--- src/rtl/multi_sensor_frame_bridge.sv ---
// multi_sensor_frame_bridge: latches per-channel IMU samples and serves atomic checksummed snapshots to an MCU byte shifter
module multi_sensor_frame_bridge #(
  parameter int          NUM_CH       = 2,
  parameter int          STALE_CYCLES = 24000000,
  parameter logic [7:0]  HEADER       = 8'hA5
) (
  input  logic                 clk,
  input  logic                 rst,
  input  logic [NUM_CH-1:0]    ch_quat_valid,
  input  logic [NUM_CH*64-1:0] ch_quat,
  input  logic [NUM_CH-1:0]    ch_gyro_valid,
  input  logic [NUM_CH*48-1:0] ch_gyro,
  input  logic [NUM_CH-1:0]    ch_error,
  input  logic                 frame_start,
  input  logic                 frame_end,
  input  logic                 byte_req,
  output logic [7:0]           byte_data,
  output logic                 byte_valid,
  output logic                 busy,
  output logic                 overrun
);
  localparam int LEN = 3 + 15 * NUM_CH;
  localparam int SW = $clog2(STALE_CYCLES + 1);
  localparam logic [SW-1:0] STALE_MAX = SW'(STALE_CYCLES);
  localparam logic [7:0] LEN8 = 8'(LEN);
  typedef enum logic {IDLE, SERVE} state_t;
  state_t r_state, w_next;
  logic [63:0] r_quat [NUM_CH];
  logic [47:0] r_gyro [NUM_CH];
  logic [SW-1:0] r_stale [NUM_CH];
  logic [3:0] r_seq [NUM_CH];
  logic [NUM_CH-1:0] r_qf, r_gf;
  logic [NUM_CH*120-1:0] r_snap, w_live;
  logic [7:0] r_frame, r_idx, r_sum, r_byte, w_sel, w_body, w_byte;
  logic r_valid, r_over;
  always_ff @(posedge clk) begin
    if (rst) begin
      for (int c = 0; c < NUM_CH; c++) begin
        r_quat[c] <= '0;
        r_gyro[c] <= '0;
        r_stale[c] <= '0;
        r_seq[c] <= '0;
      end
      r_qf <= '0;
      r_gf <= '0;
    end else begin
      for (int c = 0; c < NUM_CH; c++) begin
        if (ch_quat_valid[c]) begin
          r_quat[c] <= ch_quat[c*64 +: 64];
          r_seq[c] <= r_seq[c] + 4'd1;
          r_stale[c] <= '0;
        end else if (r_stale[c] != STALE_MAX) r_stale[c] <= r_stale[c] + 1'b1;
        if (ch_gyro_valid[c]) r_gyro[c] <= ch_gyro[c*48 +: 48];
      end
      // a strobe in the snapshot cycle survives the clear and marks the next packet fresh
      r_qf <= ch_quat_valid | (frame_start ? '0 : r_qf);
      r_gf <= ch_gyro_valid | (frame_start ? '0 : r_gf);
    end
  end
  // channel 0 sits in the MSBs so body byte k is simply the k-th byte from the top
  for (genvar c = 0; c < NUM_CH; c++) begin : g_ch
    assign w_live[(NUM_CH-1-c)*120 +: 120] = {r_qf[c], r_gf[c], r_stale[c] == STALE_MAX, ch_error[c],
                                              r_seq[c], r_quat[c], r_gyro[c]};
  end
  always_comb begin
    w_sel = 8'(LEN - 2) - r_idx;
    w_body = 8'(r_snap >> {w_sel, 3'b000});
    w_byte = (r_idx == 8'd0) ? HEADER : (r_idx == 8'd1) ? r_frame : (r_idx == LEN8 - 8'd1) ? r_sum : w_body;
  end
  always_ff @(posedge clk) r_state <= rst ? IDLE : w_next;
  always_comb begin
    w_next = r_state;
    if (frame_start) w_next = SERVE;
    else if (frame_end) w_next = IDLE;
  end
  always_ff @(posedge clk) begin
    if (rst) begin
      r_snap <= '0;
      r_frame <= '0;
      r_idx <= '0;
      r_sum <= '0;
      r_byte <= '0;
      r_valid <= 1'b0;
      r_over <= 1'b0;
    end else begin
      r_valid <= byte_req;
      if (frame_start) begin
        r_snap <= w_live;
        r_frame <= r_frame + 8'd1;
        r_idx <= '0;
        r_sum <= '0;
        r_over <= 1'b0;
        if (byte_req) r_byte <= '0;
      end else if (byte_req) begin
        if (r_state == SERVE && r_idx < LEN8) begin
          r_byte <= w_byte;
          r_idx <= r_idx + 8'd1;
          if (r_idx < LEN8 - 8'd1) r_sum <= r_sum + w_byte;
        end else begin
          r_byte <= '0;
          if (r_state == SERVE) r_over <= 1'b1;
        end
      end
    end
  end
  assign byte_data = r_byte;
  assign byte_valid = r_valid;
  assign busy = (r_state == SERVE);
  assign overrun = r_over;
endmodule
--- config.mk ---
export PLATFORM = sky130hd
export DESIGN_NAME = multi_sensor_frame_bridge
export DESIGN_NICKNAME = d
export VERILOG_FILES = /design/src/rtl/multi_sensor_frame_bridge.sv
export SDC_FILE = /design/constraint.sdc
export NUM_CORES = 1
export LEC_CHECK = 0
export ABC_AREA = 1
export CORE_MARGIN = 2
export CORE_UTILIZATION = 64
export DETAILED_ROUTE_END_ITERATION = 8
export DONT_BUFFER_PORTS = 1
export GPL_TIMING_DRIVEN = 0
export PLACE_DENSITY_LB_ADDON = 0.3
export SYNTH_ARGS = -nofsm -noshare
export SYNTH_HDL_FRONTEND = slang
export SYNTH_SLANG_ARGS = --single-unit
--- constraint.sdc ---
create_clock -name clk -period 4.7 [get_ports clk]
set_input_delay 0.47 -clock clk [delete_from_list [all_inputs] [get_ports clk]]
set_output_delay 0.47 -clock clk [all_outputs]
set_load 0.02 [all_outputs]
Word-level counts from Yosys, hierarchy flattened

Memory sizes are Yosys's and may differ from the RTL's. A register that Yosys moved wholly into a read port is not among the register bits.
Index checks and enable logic that the tools add are counted.

Add/subtract/negate cells: 8
$lt $le $gt $ge: 2
Equality and inequality tests: 6
Shifts and indexed selects: 1
Muxes and demuxes: 43
Bitwise operators: 13
Reductions and logical operators: 7

Operators with widths:

| cell                                                                          | count |
|---|---|
| 240-bit by 11-bit right shift with 8-bit output                               | 1 |
| 64-bit two-way mux                                                            | 2 |
| 25-bit two-way mux                                                            | 4 |
| 48-bit two-way mux                                                            | 2 |
| 8-bit two-way mux                                                             | 7 |
| 25-bit by 1-bit adder with 25-bit output (second input constant)              | 2 |
| 25-bit equality test (second input constant)                                  | 2 |
| 25-bit != test (second input constant)                                        | 2 |
| 1-bit two-way mux                                                             | 24 |
| 8-bit by 1-bit adder with 8-bit output (second input constant)                | 2 |
| 8-bit by 6-bit less-than comparator with 1-bit output (second input constant) | 2 |
| 1-bit OR                                                                      | 10 |
| 4-bit by 1-bit adder with 4-bit output (second input constant)                | 2 |
| 8-bit adder                                                                   | 1 |
| 8-bit by 1-bit equality test with 1-bit output (second input constant)        | 1 |
| 8-bit by 6-bit equality test with 1-bit output (second input constant)        | 1 |
| 8-bit logical NOT                                                             | 1 |
| 4-bit two-way mux                                                             | 2 |
| 5-bit by 8-bit subtractor with 8-bit output (first input constant)            | 1 |
| 3-bit AND reduction                                                           | 2 |
| 2-bit two-way mux                                                             | 2 |
| 2-bit OR                                                                      | 2 |
| 2-bit AND reduction                                                           | 1 |
| 2-bit nonzero test                                                            | 1 |
| other kinds (3)                                                               | 3 |

Register bits: 279
Memory bits (writable): 282
Bits of input ports: 235
Output and inout bits: 11
Logic and storage cells: 94
Memories kept: 4

Memories:

| memory  | words | width | read ports | clocked after memory_dff | write ports | line | RTL |
|---|---|---|---|---|---|---|---|
| r_quat  | 2     | 64    | 2          | 2                        | 2           | 28   | `logic [63:0] r_quat [NUM_CH];` |
| r_gyro  | 2     | 48    | 2          | 2                        | 2           | 29   | `logic [47:0] r_gyro [NUM_CH];` |
| r_stale | 2     | 25    | 2          | 0                        | 2           | 30   | `logic [SW-1:0] r_stale [NUM_CH];` |
| r_seq   | 2     | 4     | 2          | 0                        | 2           | 31   | `logic [3:0] r_seq [NUM_CH];` |

Longest topological paths before layout

Word-level depth: 8
Gate-level depth with buffers: 24
Gate-level depth less buffers: 23

Worst setup path after synthesis

OpenSTA, ideal clock, no wires.

Path kind: in2reg
From: input rst
To: memory r_stale[0][0] (netlist bit) (enable)
Setup time: 0.319 ns
Arrival time: 3.416 ns
Slack: 0.965 ns
Stages: 6
Buffers on the path: 3
Path through: clkbuf_1 > inv_1 > clkbuf_1 > clkbuf_1 > nand2_1 > or2_2

RTL lines:

| item        | line | RTL |
|---|---|---|
| from (decl) | 8    | `input logic rst,` |
| to (decl)   | 30   |  |

Worst setup path in the final report

From: register r_idx[0]
To: register r_sum[6]

Longest elaborated chain between the ends: 6

Ends and longest elaborated chain:

| item                                            | line | RTL |
|---|---|---|
| from (decl)                                     | 34   | `logic [7:0] r_frame, r_idx, r_sum, r_byte, w_sel, w_body, w_byte;` |
| from (signal assigned)                          | 97   | `r_idx <= r_idx + 8'd1;` |
| 5-bit by 8-bit subtractor with 8-bit output     | 66   | `w_sel = 8'(LEN - 2) - r_idx;` |
| 240-bit by 11-bit right shift with 8-bit output | 67   | `w_body = 8'(r_snap >> {w_sel, 3'b000});` |
| 8-bit two-way mux (3 in a row)                  | 68   | `w_byte = (r_idx == 8'd0) ? HEADER : (r_idx == 8'd1) ? r_frame : (r_idx == LEN8 - 8'd1) ? r_sum : w_body;` |
| 8-bit adder                                     | 98   | `if (r_idx < LEN8 - 8'd1) r_sum <= r_sum + w_byte;` |
| to (signal assigned)                            | 98   |  |
| to (decl)                                       | 34   |  |

Parallel ways exist; a longest one is shown, timed or not.
A chain may end at the register's enable or synchronous reset.

==> out/results.txt <==
Synth top cells by count: inv_1 (453), nand2_1 (416), nor2_1 (293), nand3_1 (288), edfxtp_1 (282)
R2R depth: 20
Nets: 3115
RePlAce Congestion: 0.992
Clock Root Buffer: clkbuf_16
Worst Path Required: 5.19 ns
Remaining antenna violation count: 0
Largest net degree at the start of global routing: 70
Pre-antenna DRT Iters: 7
Gr usage total: 35.9%
DIE HEIGHT: 199 um
Top cells by area, synth: edfxtp_1 (35%), dfxtp_1 (23%), inv_1 (7.0%)
I/O Buffers: 0
Ant. Diodes: 0
Multi-input gate area in the final layout: 0.00778 mm^2
Fin worst setup slack: 0.144 ns
# DRC: 0
RSZ-0062 raised after global routing: no
Post_cts resized: 0
Kind of critical path: reg2reg
Hold Crit Class: in2reg
Synth Instances: 2797
Area Growth Syn to Fin: 11.1%
Fillers: 2793
Max-capacitance violation count: 0
Ports: 246
Top FF cell, synth: edfxtp_1
Synth warn: 0
Post-place setup slack: 0.494 ns
DR WL/cell: 20.7 um
Cell with the most instances after synthesis: inv_1
Starting Density: 64.7%
Worst-path clk slew: 0.07 ns
Clk buf depth: 3
Mapped Avg Cell Area: 8.67 um^2
Mapped Area: 0.0242 mm^2
Dpl hpwl: 50400 um
CTS tree: built
Worst setup path endpoint: r_sum[6]
Placed cells: 3310
First-pass GRT wire length: 106000 um
Post-synth EDFFs: 282
Count of cell types in the netlist: 55
Sequential-to-total area share from yosys stat: 58.0%
Power, Total: 11100 uW
Register area: 0.0141 mm^2
Layout cells sized above 1: 6.61%
Synth area leader: edfxtp_1
Worst slew margin: 9.75%
Clk_lat worst skew: 0.62 ns
Post-CTS Setup Bufs: 0
Via count: 20100
Worst Setup End Kind: register
Worst reg2reg path startpoint: r_idx[0]
FFs w/ async S/R, synth: 0%
Clk_skew: 0.0346 ns
Worst reg2reg endpoint: r_sum[6]
H-tree levels: 2
Startpoint class of the critical path: register
Final Non-Filler Cells: 3417
Ratio of final minimum period to clock period: 96.9%
Pleak: 0.0115 uW
Setup violators final: 0
Arrival time of the worst setup path: 5.05 ns
Die W: 199 um
R2R Setup Slk: 0.14 ns
Die ar.: 0.0395 mm^2
Max-slew violation count: 0
CTS buffer count: 56
Setup Total Neg Slack: 0 ns
Post-layout min period: 4.56 ns
Clock sinks: 561
Final hold viol count: 0
Grt ovf: 0
IR drop worst, VDD: 339 uV
#FFs+latches synth: 561
Initial antenna violation count: 1
PD cells: 412 mW/mm^2
Max Freq: 0.220 GHz
Vias in the first global route: 19300
Post-Syn Nets: 3053
Crit-path max FO: 10
Final wirelength: 70900 um
Origin of the worst setup path: r_idx[0]
Iter 0 DRT Violations: 2511
Actual slew at the worst max-slew pin: 1.34 ns
Outcome: finished, final reports clean
Post-synth top area share: 34.9%
Core Area: 0.0375 mm^2
Row count: 71
Drt via density: 5.88
[layer usage]
layer	GRT usage [%]	routed length, um
met1	47.6	27500
met5	0	0
met4	18.6	3680
met2	56.4	32000
met3	6.87	7680
[report_power, final]
group	internal, uW	total, uW	switching (uW)
Clock	2790	4760	1960
Sequential	5470	5620	150
Combinational	190	710	520
Total	8460	11100	2630
[stage by stage]
step | hold WS (ns) | util (%) | instance area (um^2)
floorplan | 0.413 | - | 24200
global placement | 0.423 | 66.4 | 24900
detailed placement | 0.427 | 66.6 | 25000
CTS | 0.0127 | 71.9 | 26900
global route | 0.0350 | 71.9 | 26900
finish | 0.0186 | 71.9 | 26900
[sequential cells by signal, summed over array words and instances (netlist names), 2 cells and up]
register	count
byte_data	8
r_frame	8
r_gf	2
r_gyro	96
r_idx	8
r_qf	2
r_quat	128
r_seq	8
r_snap	240
r_stale	50
r_sum	8
[final cells by class]
cell class	count	area share, %
Multi-Input combinational cell	1617	28.9
Inverter	467	6.55
Clock inverter	34	1.52
Clock buffer	71	5.76
Timing Repair Buffer	4	0.251
Sequential cell	561	52.2
Buffer	152	2.49
Tap cell	511	2.37
[critical path, stage by stage (launching register included)]
cell and delay, ns:
dfxtp_1 0.36, inv_2 0.23, buf_2 0.46, clkbuf_1 0.72, o21ai_0 0.33, nand3_1 0.19
o22ai_1 0.09, nand2_1 0.07, nand3_1 0.17, a221oi_1 0.31, ha_1 0.34, a21oi_1 0.19
inv_1 0.06, a31oi_1 0.21, nor2_1 0.07, o21ai_0 0.16, nand2_1 0.08, a21oi_1 0.12
o21ai_0 0.09, o211ai_1 0.09, inv_1 0.06
[timing repair]
action,in CTS,in global routing
hold endpoints to repair,2,0
endpoints found under the setup margin,0,0
hold buffers,2,0
[kinds of logic after synthesis]
kind of cell	synth area share, %
AO/OA/AOI/OAI	10.6
XOR/XNOR	0.542
adder cells (fa/ha/maj)	1.11
buffers and inverters	10.0
flip-flops	58.0
AND/OR/NAND/NOR	19.8
[worst min-delay path by stage]
stage / cells after the start / slack (ns) / end / from
floorplan: 2 / 0.41 / r_snap[170] / r_snap[170]
global placement: 2 / 0.42 / r_snap[132] / r_snap[132]
detailed placement: 2 / 0.43 / r_snap[178] / r_snap[178]
CTS: 2 / 0.01 / r_snap[116] / ch_error[1]
global route: 2 / 0.03 / r_snap[116] / ch_error[1]
finish: 2 / 0.02 / r_snap[116] / ch_error[1]
[cell usage in the layout (no fill, tap or decap), types with 6 or more instances in the layout]
cell type	netlist	routed
dfxtp_1	279	279
nor2_2	8	8
bufinv_16	0	8
clkinv_2	1	10
clkbuf_16	0	60
o22ai_1	15	15
xor2_1	8	8
nand2_2	7	9
o21ai_0	262	262
buf_4	9	9
o21ai_1	10	10
nor4_1	10	10
inv_2	9	9
nor3_1	18	18
buf_2	27	27
nand3_1	288	288
inv_1	453	453
a21oi_1	166	166
edfxtp_1	282	282
o21a_1	8	8
clkbuf_1	97	107
clkinv_1	2	7
nand2_1	416	412
buf_1	14	14
o211ai_1	9	9
xnor2_1	7	7
nand4_1	20	20
ha_1	20	20
a31oi_1	6	6
nor2_1	293	293
or2_2	6	6
Note: power is estimated with default switching activity, not from simulation.
